==> config.mk <==
export PLATFORM = sky130hd
export DESIGN_NAME = clint_unit
export DESIGN_NICKNAME = d
export VERILOG_FILES = /design/src/rtl/clint_unit.sv
export SDC_FILE = /design/constraint.sdc
export NUM_CORES = 1
export LEC_CHECK = 0
export CAP_MARGIN = 15
export CORE_MARGIN = 2
export CORE_UTILIZATION = 55
export CTS_CLUSTER_SIZE = 28
export DETAILED_ROUTE_END_ITERATION = 6
export PLACE_DENSITY = 0.92
export SETUP_SLACK_MARGIN = 0.5
export SYNTH_ARGS = -nofsm -noshare
export SYNTH_HDL_FRONTEND = slang
export SYNTH_SLANG_ARGS = --single-unit
==> constraint.sdc <==
create_clock -name clock -period 3.4 [get_ports clock]
set_clock_uncertainty 0.2 [all_clocks]
set_input_delay 0.51 -clock clock [delete_from_list [all_inputs] [get_ports clock]]
set_output_delay 0.51 -clock clock [all_outputs]
set_load 0.01 [all_outputs]
==> src/rtl/clint_unit.sv <==
// Core-local interruptor: msip, 64-bit mtime with prescaler, 64-bit mtimecmp,
// exposed on the single-cycle valid/ready memory bus and wired to the hart.
module clint_unit #(
    parameter int unsigned TICK_DIV = 1
) (
    input  logic        clock,
    input  logic        reset,
    input  logic        clint_valid,
    input  logic        clint_instr,
    input  logic [31:0] clint_addr,
    input  logic [31:0] clint_wdata,
    input  logic [3:0]  clint_wstrb,
    output logic [31:0] clint_rdata,
    output logic        clint_ready,
    output logic        clint_msip,
    output logic        clint_mtip,
    output logic [63:0] clint_mtime
);

    // Word offsets (byte offset >> 2) inside the CLINT region.
    localparam logic [13:0] A_MSIP    = 14'h0000;
    localparam logic [13:0] A_CMP_LO  = 14'h1000;
    localparam logic [13:0] A_CMP_HI  = 14'h1001;
    localparam logic [13:0] A_TIME_LO = 14'h2FFE;
    localparam logic [13:0] A_TIME_HI = 14'h2FFF;

    localparam logic [15:0] TICK_LAST = 16'(TICK_DIV - 1);

    logic        msip;
    logic [63:0] mtime;
    logic [63:0] mtimecmp;
    logic [15:0] prescaler;

    logic        tick;
    logic        wr_en;
    logic        rd_en;
    logic [13:0] word;
    logic [31:0] read_val;
    logic [63:0] mtime_next;
    logic        unused_bits;

    assign unused_bits = ^{clint_instr, clint_addr[31:16], clint_addr[1:0]};

    function automatic logic [31:0] merge(input logic [31:0] old,
                                          input logic [31:0] wd,
                                          input logic [3:0]  st);
        logic [31:0] r;
        r = old;
        for (int b = 0; b < 4; b++) begin
            if (st[b]) r[8*b +: 8] = wd[8*b +: 8];
        end
        return r;
    endfunction

    // Handshake: clint_valid is a one-cycle strobe; every strobe sampled at an
    // edge yields exactly one clint_ready pulse in the following cycle, with
    // clint_rdata carrying read data for reads and 0 otherwise (and 0 when idle).
    always_comb begin
        word     = clint_addr[15:2];
        wr_en    = clint_valid && (clint_wstrb != 4'b0000);
        rd_en    = clint_valid && (clint_wstrb == 4'b0000);
        tick     = (prescaler == TICK_LAST);
        read_val = 32'h0;
        case (word)
            A_MSIP:    read_val = {31'h0, msip};
            A_CMP_LO:  read_val = mtimecmp[31:0];
            A_CMP_HI:  read_val = mtimecmp[63:32];
            A_TIME_LO: read_val = mtime[31:0];
            A_TIME_HI: read_val = mtime[63:32];
            default:   read_val = 32'h0;
        endcase

        // A bus write to either mtime word replaces the increment for that cycle.
        mtime_next = tick ? mtime + 64'd1 : mtime;
        if (wr_en && word == A_TIME_LO) begin
            mtime_next = {mtime[63:32], merge(mtime[31:0], clint_wdata, clint_wstrb)};
        end else if (wr_en && word == A_TIME_HI) begin
            mtime_next = {merge(mtime[63:32], clint_wdata, clint_wstrb), mtime[31:0]};
        end
    end

    always_ff @(posedge clock) begin
        if (reset) begin
            msip        <= 1'b0;
            mtime       <= 64'h0;
            mtimecmp    <= 64'hFFFF_FFFF_FFFF_FFFF;
            prescaler   <= 16'h0;
            clint_ready <= 1'b0;
            clint_rdata <= 32'h0;
            clint_mtip  <= 1'b0;
        end else begin
            prescaler   <= tick ? 16'h0 : prescaler + 16'd1;
            mtime       <= mtime_next;
            clint_ready <= clint_valid;
            clint_rdata <= rd_en ? read_val : 32'h0;
            clint_mtip  <= (mtime >= mtimecmp);
            if (wr_en) begin
                case (word)
                    A_MSIP:   if (clint_wstrb[0]) msip <= clint_wdata[0];
                    A_CMP_LO: mtimecmp[31:0]  <= merge(mtimecmp[31:0], clint_wdata, clint_wstrb);
                    A_CMP_HI: mtimecmp[63:32] <= merge(mtimecmp[63:32], clint_wdata, clint_wstrb);
                    default:  ;
                endcase
            end
        end
    end

    assign clint_msip  = msip;
    assign clint_mtime = mtime;

endmodule

==> flow_metrics.tcl <==
set metrics [dict create \
    status "finished with violations" \
    violations "DRC" \
    timing.rr.start "clint_mtime[22]" \
    ys_seq_elements 179 \
    ys_async_sr_fraction 0 \
    diodes 0 \
    synth_area_um2 10800 \
    whs_endpoint "clint_ready" \
    syn_avg_cell_area_um2 8.02 \
    dp_hpwl_um 28800 \
    wl_um 41200 \
    max_freq_mhz 345 \
    grt_max_degree 59 \
    hold_path_class "input pin to flop" \
    post-route-util 0.709 \
    syn_inst 1349 \
    hold_depth 2 \
    cts_setup_buffers 0 \
    die_h_um 144 \
    synth_commonest_cells "179 x dfxtp_1, 148 x nand2_1, 103 x nor2_1" \
    vias 12500 \
    drc_errors 1 \
    rows 51 \
    slew_headroom 0.400 \
    cp_data_required_time_ns 3.54 \
    p_total_mw 4.41 \
    finalSetupViolCount 0 \
    yosysSeqAreaShare 0.331 \
    synth_area_leader_cell "dfxtp_1" \
    finalNetCount 1664 \
    cts_made_buffers 17 \
    yosysUniqueCellTypes 74 \
    drtIter0Drc 1884 \
    leakage_nw 5.80 \
    finalHoldViolations 0 \
    clkTransAtPathRegs_ns 0.08 \
    ant_nets 0 \
    track_usage 0.390 \
    htreeDepth 4 \
    cts_buffer_depth 2 \
    synth_top_area_frac 0.331 \
    die_area_um2 20800 \
    start_util 0.558 \
    die_w_um 144 \
    fin_crit_ns 2.90 \
    grt_pass1_vias 11700 \
    drive_gt1_frac 0.125 \
    postCtsHoldBufs 0 \
    instances_no_fill 1803 \
    powerDensity_nw_per_um2 321 \
    endpoint_kind "flop" \
    maxCapViolCount 0 \
    root_buffer "clkbuf_16" \
    holdCritStartpoint "reset" \
    r2r_cells 7 \
    cts_tree "yes" \
    viasPerCell 6.91 \
    crit_type "flop to flop" \
    netlist_top_cells_area "dfxtp_1 33%, ha_1 7.7%, nand2_1 5.1%" \
    num-fill-cells 1527 \
    cts.sinks 179 \
    wire_per_inst_um 22.9 \
    start_kind "flop" \
    rsz0062_at_grt "true" \
    crit_arrival_ns 3.03 \
    synth_edf_count 0 \
    tightest_slew_ns 0.896 \
    synth_fp_nets 1488 \
    ys_warn_count 0 \
    syn2layout_area_growth_pct 27.0 \
    fin_tns_setup_ns 0 \
    critical_path.max_fanout 10 \
    io_buffers 151 \
    r2r_setup_slack_ns 0.50 \
    drv_slew 0 \
    core_area_um2 19400 \
    yosysMostFrequentCell "dfxtp_1" \
    dp_cells 1771 \
    grt_first_pass_wirelength_um 63000 \
    clock_latency_ns 0.45 \
    vdd_drop_max_uv 378 \
    first_pass_iters 7 \
    period_share 0.852 \
    io_pins 171 \
    grt_overflow 0 \
    antenna_found_initial 1 \
    reg2reg_to "clint_mtip" \
    synth_flop_cell "dfxtp_1" \
    finalWeightedCongestion 1.04 \
    holdWs_ns 0.155 \
]
## per-layer routing
metal / up-vias / track usage / share of wire
met5: - / 0 / 0.00032
met4: 2 / 0.230 / 0.059
met3: 232 / 0.0901 / 0.13
met2: 1052 / 0.600 / 0.44
met1: 5751 / 0.499 / 0.37
li1: 5427 / - / -
## per-stage QoR
| step | cell area [um^2] | worst slack [ns] |
|---|---|---|
| floorplan | 10800 | 0.633 |
| global placement | 13000 | 0.0816 |
| detailed placement | 13000 | -0.00339 |
| CTS | 13700 | 0.508 |
| global route | 13700 | 0.444 |
| finish | 13700 | 0.503 |
## worst max-delay path by stage
stage | startpoint | to | slack, ns
after floorplan | clint_mtime[1] | clint_mtime[46] | 0.63
after global placement | clint_addr[9] | clint_mtime[7] | 0.08
after detailed placement | clint_addr[7] | clint_mtime[7] | -0.003
after CTS | clint_mtime[22] | clint_mtip | 0.51
after global routing | clint_mtime[13] | clint_mtip | 0.44
final | clint_mtime[22] | clint_mtip | 0.50
## sequential cells by signal (all words and copies together), names as in the netlist
register and count:
clint_msip 1, clint_mtime 64, clint_mtip 1, clint_rdata 32, clint_ready 1, mtimecmp 64, prescaler 16
## critical path, stage by stage, from the launching register on
cell and delay [ns]:
dfxtp_2 0.39, ha_1 0.34, and4_1 0.23, nand4_1 0.23, or4_1 0.68, a31oi_1 0.36
o21ai_0 0.15, o211ai_1 0.19
## layout make-up
type	instances	area, um^2	share of cell area
clock buffers	17	425	0.0309
clock inverters	15	185	0.0135
inverters	82	308	0.0224
multi-input cells	1007	6700	0.487
flip-flops and latches	179	3600	0.262
well taps	265	332	0.0241
repair buffers	238	2200	0.160
## repair_timing
item | in CTS | in global routing
pin swaps | 0 | 1
gates resized for setup | 5 | 23
endpoints found under the setup margin | 7 | 40
## layout by cell type, fill, tap and decap left out, types with 5 or more instances in the layout
cell type | netlist | layout
a31o_2 | 7 | 7
nor3_1 | 41 | 39
o32ai_1 | 5 | 5
xor2_1 | 6 | 6
dfxtp_1 | 179 | 170
and4_1 | 9 | 9
xnor2_1 | 8 | 8
nand2_1 | 148 | 148
mux2_2 | 27 | 27
nand3_1 | 41 | 41
o211ai_1 | 56 | 56
a31oi_1 | 22 | 22
a311oi_1 | 7 | 7
a21oi_1 | 88 | 86
o21ai_0 | 63 | 63
nor4_1 | 28 | 26
nor2_1 | 103 | 103
clkbuf_16 | 0 | 17
a211oi_1 | 13 | 13
inv_6 | 0 | 5
or3_1 | 9 | 9
buf_4 | 1 | 83
and3_1 | 31 | 31
mux2i_1 | 22 | 22
and2_1 | 10 | 10
o31ai_1 | 9 | 9
inv_1 | 81 | 80
dfxtp_2 | 0 | 6
nand4_1 | 48 | 48
clkdlybuf4s50_1 | 0 | 148
ha_1 | 67 | 66
a222oi_1 | 31 | 31
a22o_1 | 5 | 5
a21o_1 | 28 | 27
## cells by family after synthesis
family                   share of synthesized area
AND/OR/NAND/NOR                              0.233
AO/OA/AOI/OAI                                0.241
flip-flops                                   0.331
buffers and inverters                       0.0580
adder cells (fa/ha/maj)                     0.0775
multiplexers                                0.0484
XOR/XNOR                                    0.0113
## report_power, final
group	switching, mW	internal (mW)
Combinational	0.137	0.0975
Clock	1.01	1.06
Sequential	0.00907	2.10
Total	1.15	3.26
No activity file was read; power rests on OpenSTA's default activity.
